### config.mk
export PLATFORM = sky130hd
export DESIGN_NAME = hazard_stall_unit
export DESIGN_NICKNAME = d
export VERILOG_FILES = /design/src/rtl/hazard_stall_unit.sv
export SDC_FILE = /design/constraint.sdc
export NUM_CORES = 1
export LEC_CHECK = 0
export CORE_UTILIZATION = 43
export CTS_CLUSTER_SIZE = 16
export DETAILED_ROUTE_END_ITERATION = 7
export GPL_TIMING_DRIVEN = 1
export PLACE_DENSITY = 0.79
export SYNTH_ARGS = -nofsm -noshare
export SYNTH_HDL_FRONTEND = slang
export SYNTH_SLANG_ARGS = --single-unit
### constraint.sdc
create_clock -name clk -period 2.2 [get_ports clk]
set_input_delay 0.33 -clock clk [delete_from_list [all_inputs] [get_ports clk]]
set_output_delay 0.33 -clock clk [all_outputs]
set_load 0.01 [all_outputs]
### src/rtl/hazard_stall_unit.sv
// Stall unit for the 5-stage pipeline: RAW hazards forwarding cannot cover, MEM-stage SRAM wait FSM, stall counters.
// hazard_stall/mem_freeze are combinational (0 cycles); memory freeze dominates, and the FSM never aborts a wait.
module hazard_stall_unit #(
    parameter int TIMEOUT = 64,
    parameter int CNT_W   = 16
) (
    input  logic             clk,
    input  logic             rst,
    input  logic             fwd_en,
    input  logic             id_valid,
    input  logic [3:0]       src1,
    input  logic [3:0]       src2,
    input  logic             two_src,
    input  logic [3:0]       EXE_Dest,
    input  logic             EXE_WB_en,
    input  logic             EXE_MEM_R_en,
    input  logic [3:0]       MEM_Dest,
    input  logic             MEM_WB_en,
    input  logic             mem_req,
    input  logic             mem_ready,
    output logic             hazard_stall,
    output logic             mem_freeze,
    output logic             mem_timeout,
    output logic [CNT_W-1:0] hz_cycles,
    output logic [CNT_W-1:0] mw_cycles
);

    localparam int WC_W = $clog2(TIMEOUT) + 1;
    localparam logic [WC_W-1:0] WC_MAX  = WC_W'(TIMEOUT);
    localparam logic [WC_W-1:0] WC_LAST = WC_W'(TIMEOUT - 1);
    localparam logic [CNT_W-1:0] CNT_SAT = '1;

    typedef enum logic {
        RUN      = 1'b0,
        MEM_WAIT = 1'b1
    } state_t;

    state_t          state;
    state_t          state_nxt;
    logic [WC_W-1:0] wait_cnt;
    logic [WC_W-1:0] wait_cnt_nxt;
    logic            freeze;
    logic            timeout_hit;

    logic m1e;
    logic m2e;
    logic m1m;
    logic m2m;
    logic raw;

    // Operand match terms against the two in-flight producers
    always_comb begin
        m1e = EXE_WB_en && (src1 == EXE_Dest);
        m2e = two_src && EXE_WB_en && (src2 == EXE_Dest);
        m1m = MEM_WB_en && (src1 == MEM_Dest);
        m2m = two_src && MEM_WB_en && (src2 == MEM_Dest);
    end

    // With forwarding only a load in EXE is unresolvable (its data arrives after MEM)
    always_comb begin
        if (fwd_en) begin
            raw = id_valid && EXE_MEM_R_en && (m1e || m2e);
        end else begin
            raw = id_valid && (m1e || m2e || m1m || m2m);
        end
    end

    always_comb begin
        state_nxt    = state;
        wait_cnt_nxt = wait_cnt;
        freeze       = 1'b0;
        timeout_hit  = 1'b0;
        case (state)
            RUN: begin
                if (mem_req && !mem_ready) begin
                    freeze       = 1'b1;
                    state_nxt    = MEM_WAIT;
                    wait_cnt_nxt = WC_W'(1);
                end
            end
            MEM_WAIT: begin
                // mem_req is not re-sampled here: the frozen pipeline keeps it asserted
                if (mem_ready) begin
                    state_nxt    = RUN;
                    wait_cnt_nxt = '0;
                end else begin
                    freeze      = 1'b1;
                    timeout_hit = (wait_cnt == WC_LAST);
                    if (wait_cnt != WC_MAX) begin
                        wait_cnt_nxt = wait_cnt + WC_W'(1);
                    end
                end
            end
            default: begin
                state_nxt    = RUN;
                wait_cnt_nxt = '0;
            end
        endcase
    end

    assign mem_freeze   = freeze && !rst;
    assign hazard_stall = raw && !freeze && !rst;

    always_ff @(posedge clk or posedge rst) begin
        if (rst) begin
            state    <= RUN;
            wait_cnt <= '0;
        end else begin
            state    <= state_nxt;
            wait_cnt <= wait_cnt_nxt;
        end
    end

    // Sticky until reset; the wait itself continues after a timeout
    always_ff @(posedge clk or posedge rst) begin
        if (rst) begin
            mem_timeout <= 1'b0;
        end else if (timeout_hit) begin
            mem_timeout <= 1'b1;
        end
    end

    always_ff @(posedge clk or posedge rst) begin
        if (rst) begin
            hz_cycles <= '0;
            mw_cycles <= '0;
        end else begin
            if (hazard_stall && (hz_cycles != CNT_SAT)) begin
                hz_cycles <= hz_cycles + CNT_W'(1);
            end
            if (mem_freeze && (mw_cycles != CNT_SAT)) begin
                mw_cycles <= mw_cycles + CNT_W'(1);
            end
        end
    end

endmodule

# Yosys cells after proc, flatten, opt, wreduce, memory -nomap -nowiden
# Cells that the tools add are included.
dict set report classes {
  addsub 3
  n_eq_ne 10
  mux 10
  bitwise_logic 1
  n_reduce_logical 22
}
# operator n
set op_table {}
lappend op_table {{$add A16 B1 Y16 const B} 2}
lappend op_table {{$ne A16 B16 Y1 const B} 2}
lappend op_table {{$mux W7} 3}
lappend op_table {{$eq A4 B4 Y1} 4}
lappend op_table {{$logic_and A1 B1 Y1} 15}
lappend op_table {{$pmux W7 S2} 1}
lappend op_table {{$add A7 B1 Y7 const B} 1}
lappend op_table {{$eq A7 B6 Y1 const B} 1}
lappend op_table {{$ne A7 B7 Y1 const B} 1}
lappend op_table {{$mux W1} 5}
lappend op_table {{$logic_not A1 Y1} 3}
lappend op_table {{$logic_or A1 B1 Y1} 3}
lappend op_table {{$ne A3 B2 Y1 const B} 1}
lappend op_table {{$ne A2 B2 Y1 const B} 1}
lappend op_table {{$pmux W1 S2} 1}
lappend op_table {{$reduce_and A2 Y1} 1}
lappend op_table {{$not A1 Y1} 1}
dict set report word_totals {
  regBits 41
  inputBits 26
  output_inout_bits 35
  elab_cells 51
}

# Longest topological paths before layout
dict set report depth {
  depth_word 10
  ltp_mapped 7
  depth_no_buf 7
}

# Least setup slack after synthesis
# No wires, ideal clock.
dict set report synth_path {
  path_kind {in2reg}
  startpoint {input rst}
  endpoint {register hz_cycles[1]}
  setup_ns 0.125
  t_arrival_ns 2.212
  t_required_ns 2.075
  setup_slack_ns -0.137
  stages 4
  path_cell_list {inv_1 o2111ai_2 nor2_1 mux2_2}
}
dict set report synth_between {
  elab_chain_cells 3
}
# element line
set synth_rtl {}
lappend synth_rtl {{from (decl)} 8} ;# input logic rst,
lappend synth_rtl {{$logic_not A1 Y1 (no line)} -}
lappend synth_rtl {{$logic_and A1 B1 Y1} 102} ;# assign hazard_stall = raw && !freeze && !rst;
lappend synth_rtl {{$logic_and A1 B1 Y1} 128} ;# if (hazard_stall && (hz_cycles != CNT_SAT)) begin
lappend synth_rtl {{to (signal assigned)} 129} ;# hz_cycles <= hz_cycles + CNT_W'(1);
lappend synth_rtl {{to (decl)} 24} ;# output logic [CNT_W-1:0] hz_cycles,
# Every way passes these cells.
# A chain may end at the register's enable or synchronous reset.

# Final worst setup path
dict set report layout_path {
  startpoint {input src1[0]}
  endpoint {output hazard_stall}
}
dict set report layout_between {
  elab_chain_cells 9
}
# element line
set layout_rtl {}
lappend layout_rtl {{from (decl)} 11} ;# input logic [3:0] src1,
lappend layout_rtl {{$eq A4 B4 Y1} 53} ;# m1e = EXE_WB_en && (src1 == EXE_Dest);
lappend layout_rtl {{$logic_and A1 B1 Y1} 53}
lappend layout_rtl {{$logic_or A1 B1 Y1} {62, 64}}
lappend layout_rtl {{$logic_or A1 B1 Y1 (2 in a row)} 64} ;# raw = id_valid && (m1e || m2e || m1m || m2m);
lappend layout_rtl {{$logic_and A1 B1 Y1} 64}
lappend layout_rtl {{$mux W1 (*)} 61} ;# if (fwd_en) begin
lappend layout_rtl {{$logic_and A1 B1 Y1 (*) (2 in a row)} 102}
lappend layout_rtl {{to (decl)} 21} ;# output logic hazard_stall,
# Mark *: on every way between the ends. The rest lies on a longest branch, timed or not.

==> metrics.md <==
| Metric | Value |
|---|---|
| Status | `finished clean` |
| Die Span Y | `74.2 µm` |
| Compound-gate portion of the synthesized area | `5.58%` |
| Grt ovf | `0` |
| Post-synthesis cell area | `0.00224 mm²` |
| DIE AREA | `0.00551 mm²` |
| Postcts setup bufs | `0` |
| Vias in the first global route | `1,772` |
| CP arrival | `1.76 ns` |
| Met2 routed wirelength | `2400 µm` |
| Most frequent cells in the layout | `clkdlybuf4s50_1 (52), dfrtp_1 (41), xnor2_1 (27), xor2_1 (21), nand3_1 (19)` |
| FF-to-FF Start | `mw_cycles[4]` |
| NumNets Final | `320` |
| Critical path's top delay family | `buffers and inverters` |
| Largest area contributor in the synthesized netlist | `dfrtp_1` |
| Seq pwr share | `46.8%` |
| Reg clk slew, reported paths | `0.08 ns` |
| Maximum vdd drop | `0.443 mV` |
| Adder-cell share of the synthesized area | `2.23%` |
| Power density over cell area | `630 mW/mm²` |
| 1st-pass router iterations | `4` |
| Switching Share | `26.7%` |
| Final period util | `95.2%` |
| P_int | `1.44 mW` |
| Skew-Pair Late Insertion Delay | `0.29 ns` |
| Total Wirelength | `5040 µm` |
| Synth Area in XOR/XNOR | `19.1%` |
| I/O Pins | `61` |
| Slowest cell on crit path | `clkdlybuf4s50_1` |
| Largest net degree at the start of global routing | `42` |
| Number of I/O port buffers | `60` |
| Synth top area share | `45.8%` |
| Antenna Nets Post-Route | `0` |
| Via-per-instance ratio | `5.17` |
| Crit path max fanout | `2` |
| Slew margin rel. | `62.0%` |
| Fin. Hold Viols | `0` |
| Post-route cell area | `0.00312 mm²` |
| Capturing point of the worst reg2reg path | `mw_cycles[6]` |
| DRC Markers | `0` |
| Area Growth Syn to Fin | `39.2%` |
| Worst slew pin tran | `0.564 ns` |
| CP Class | `input pin to output pin` |
| Register area share after synthesis | `45.8%` |
| Std-Cell Rows | `25` |
| Fraction of layout cells with a size suffix above 1 | `12.0%` |
| Largest family of logic cells by synthesized area | `simple AND/OR/NAND/NOR gates` |
| WL met3 | `389 µm` |
| Synthesized-area fraction occupied by and/or/nand/nor cells | `23.5%` |
| Post-synthesis cell type count | `38` |
| Drt wl/cell | `14.1 µm` |
| RSZ-0062 raised after global routing | `false` |
| Final min period | `2.09 ns` |
| Core ar. | `0.00488 mm²` |
| Final number of setup-violating endpoints | `0` |
| Logic gate share of total power | `21.7%` |
| Largest stage delay, worst path | `0.45 ns` |
| Reg2Reg Depth | `7` |
| Hold path startpoint | `mem_timeout` |
| Worst hold endpoint | `mem_timeout` |
| Avg Inst Size Synth | `10.3 µm²` |
| Net count after synthesis | `248` |
| Multiplexer share of the synthesized area | `1.00%` |
| Hold Crit Depth | `2` |
| Commonest non-fill, non-tap cell in the layout | `clkdlybuf4s50_1` |
| Worst Skew | `0.00310 ns` |
| Crit end category | `output pin` |
| Wire length of the first global-routing pass | `8020 µm` |
| CTS sink count | `41` |
| CTS tree | `done` |
| Gpl congestion | `0.788` |
| Reg2Reg Setup Slack | `0.41 ns` |
| CP Cell Sequence | `clkdlybuf4s50_1 > xnor2_1 > nand4_1 > o22ai_2 > o2111ai_2 > inv_1 > clkbuf_2` |
| Pleak | `1.42 nW` |
| Worst Hold Class | `flop to flop` |
| Net Sw Power | `0.525 mW` |
| Top Metal Used | `met4` |
| Max-Cap Viols | `0` |
| H-tree depth | `2` |
| N_diodes | `0` |
| Cell Area, Placed | `0.00297 mm²` |
| Overall Global Routing Usage | `19.2%` |
| WL met1 | `2200 µm` |
| Top cells by area, synth | `dfrtp_1 (46%), xnor2_1 (11%), xor2_1 (8.2%)` |
| Die W | `74.2 µm` |
| Critical Path RT | `1.87 ns` |
| Vias | `1,850` |
| Buffer and inverter count on the worst path | `3` |
| Worst setup SP type | `input pin` |
| Flops & latches, synth | `41` |
| Max Freq | `478 MHz` |
| Clock power frac | `31.5%` |
| 1st-iter DRT viols | `65` |
| Root buf cell | `clkbuf_8` |
| CTS max path bufs | `2` |
| Synth warn | `0` |
| Max Slew Vio Count | `0` |
| Total Power | `1.97 mW` |
| Initial core utilization | `45.9%` |
| CTS buffer count | `5` |
| Antenna violations before repair | `0` |
| Synth Instances | `218` |
| Detailed placement HPWL | `3780 µm` |
| Final core occ | `64.0%` |
==> how the worst max path moves through the flow <==
stage / cells past startpoint / slack [ns] / startpoint / to
after floorplan: 4 / 0.36 / rst / hazard_stall
after global placement: 7 / -0.23 / EXE_Dest[2] / hazard_stall
after detailed placement: 7 / -0.29 / src1[1] / hazard_stall
after CTS: 7 / 0.02 / MEM_Dest[1] / hazard_stall
after global routing: 8 / 0.03 / MEM_Dest[2] / hz_cycles[1]
final: 7 / 0.11 / src1[0] / hazard_stall
==> state kept, by name, summed over array words and instances, names as in the netlist <==
register and flops:
wait_cnt 7, mem_timeout 1, hz_cycles 16, mw_cycles 16
state 1
==> per-stage QoR <==
stage	hold WS, ns	worst slack (ns)	TNS (ns)	std cells
floorplan	0.323	0.358	0	218
CTS	0.481	0.0196	0	358
global placement	0.469	-0.229	-0.920	350
global route	0.499	0.0292	0	358
finish	0.476	0.106	0	358
detailed placement	0.459	-0.292	-1.71	350
==> logic make-up after synthesis <==
logic type | Yosys count
compound gates | 17
fa+ha+maj | 4
xor+xnor | 49
mux | 2
simple gates | 91
buf+inv | 14
flops | 41
==> repair_timing <==
item / CTS / global route
pin swaps: 2 / 5
endpoints found under the hold margin: 0 / 0
endpoints found under the setup margin: 1 / 4
hold buffers: 0 / 0
resized for setup: 5 / 10
==> synthesized netlist by cell type <==
| master | instances |
|---|---|
| nor3_2 | 5 |
| nand3_1 | 19 |
| nor3b_2 | 1 |
| mux2_1 | 1 |
| nand4b_1 | 1 |
| nor3_1 | 3 |
| o2111ai_2 | 1 |
| o21ai_0 | 4 |
| buf_6 | 1 |
| nor4_4 | 1 |
| and2_1 | 1 |
| nor2b_1 | 1 |
| nor2_2 | 1 |
| a41o_1 | 1 |
| nor2_1 | 14 |
| o21bai_1 | 1 |
| o22ai_1 | 2 |
| nand4_1 | 12 |
| inv_1 | 11 |
| xor2_1 | 21 |
| nor2_4 | 1 |
| clkbuf_1 | 1 |
| dfrtp_1 | 41 |
| nand3_2 | 1 |
| a21boi_2 | 1 |
| ha_1 | 4 |
| o41ai_1 | 1 |
| o2111ai_1 | 1 |
| nor4_1 | 5 |
| and4_1 | 3 |
| a31oi_1 | 2 |
| a21oi_2 | 1 |
| mux2_2 | 1 |
| nand2_1 | 15 |
| buf_2 | 1 |
| a21oi_1 | 2 |
| xnor2_1 | 28 |
| and3_1 | 7 |
==> power by group through the flow <==
stage	Clock, mW	Sequential (mW)	Combinational [mW]
final	0.619	0.921	0.426
after global routing	0.660	0.936	0.471
after CTS	0.633	0.920	0.431
after detailed placement	0	0.935	0.429
after global placement	0	0.931	0.419
after floorplan	0	0.947	0.163
==> cell type report <==
class,count,area (µm²)
fillers,431,1760
well taps,67,83.8
clock inverters,1,30.0
inverters,11,45.0
multi-input cells,163,1180
clock buffers,7,86.3
repair buffers,68,669
flip-flops and latches,41,1030
==> worst min-delay path: stages, from the launching register on <==
cell and delay, ns:
dfrtp_1 0.36, inv_1 0.04, o41ai_1 0.05
==> per-layer routing <==
| metal | GRT usage [%] | up-vias |
|---|---|---|
| met1 | 23.5 | 873 |
| met4 | 4.40 | 0 |
| li1 | - | 912 |
| met2 | 33.6 | 58 |
| met5 | 0 | - |
| met3 | 5.28 | 7 |
Power figures use the tool's default switching activity.
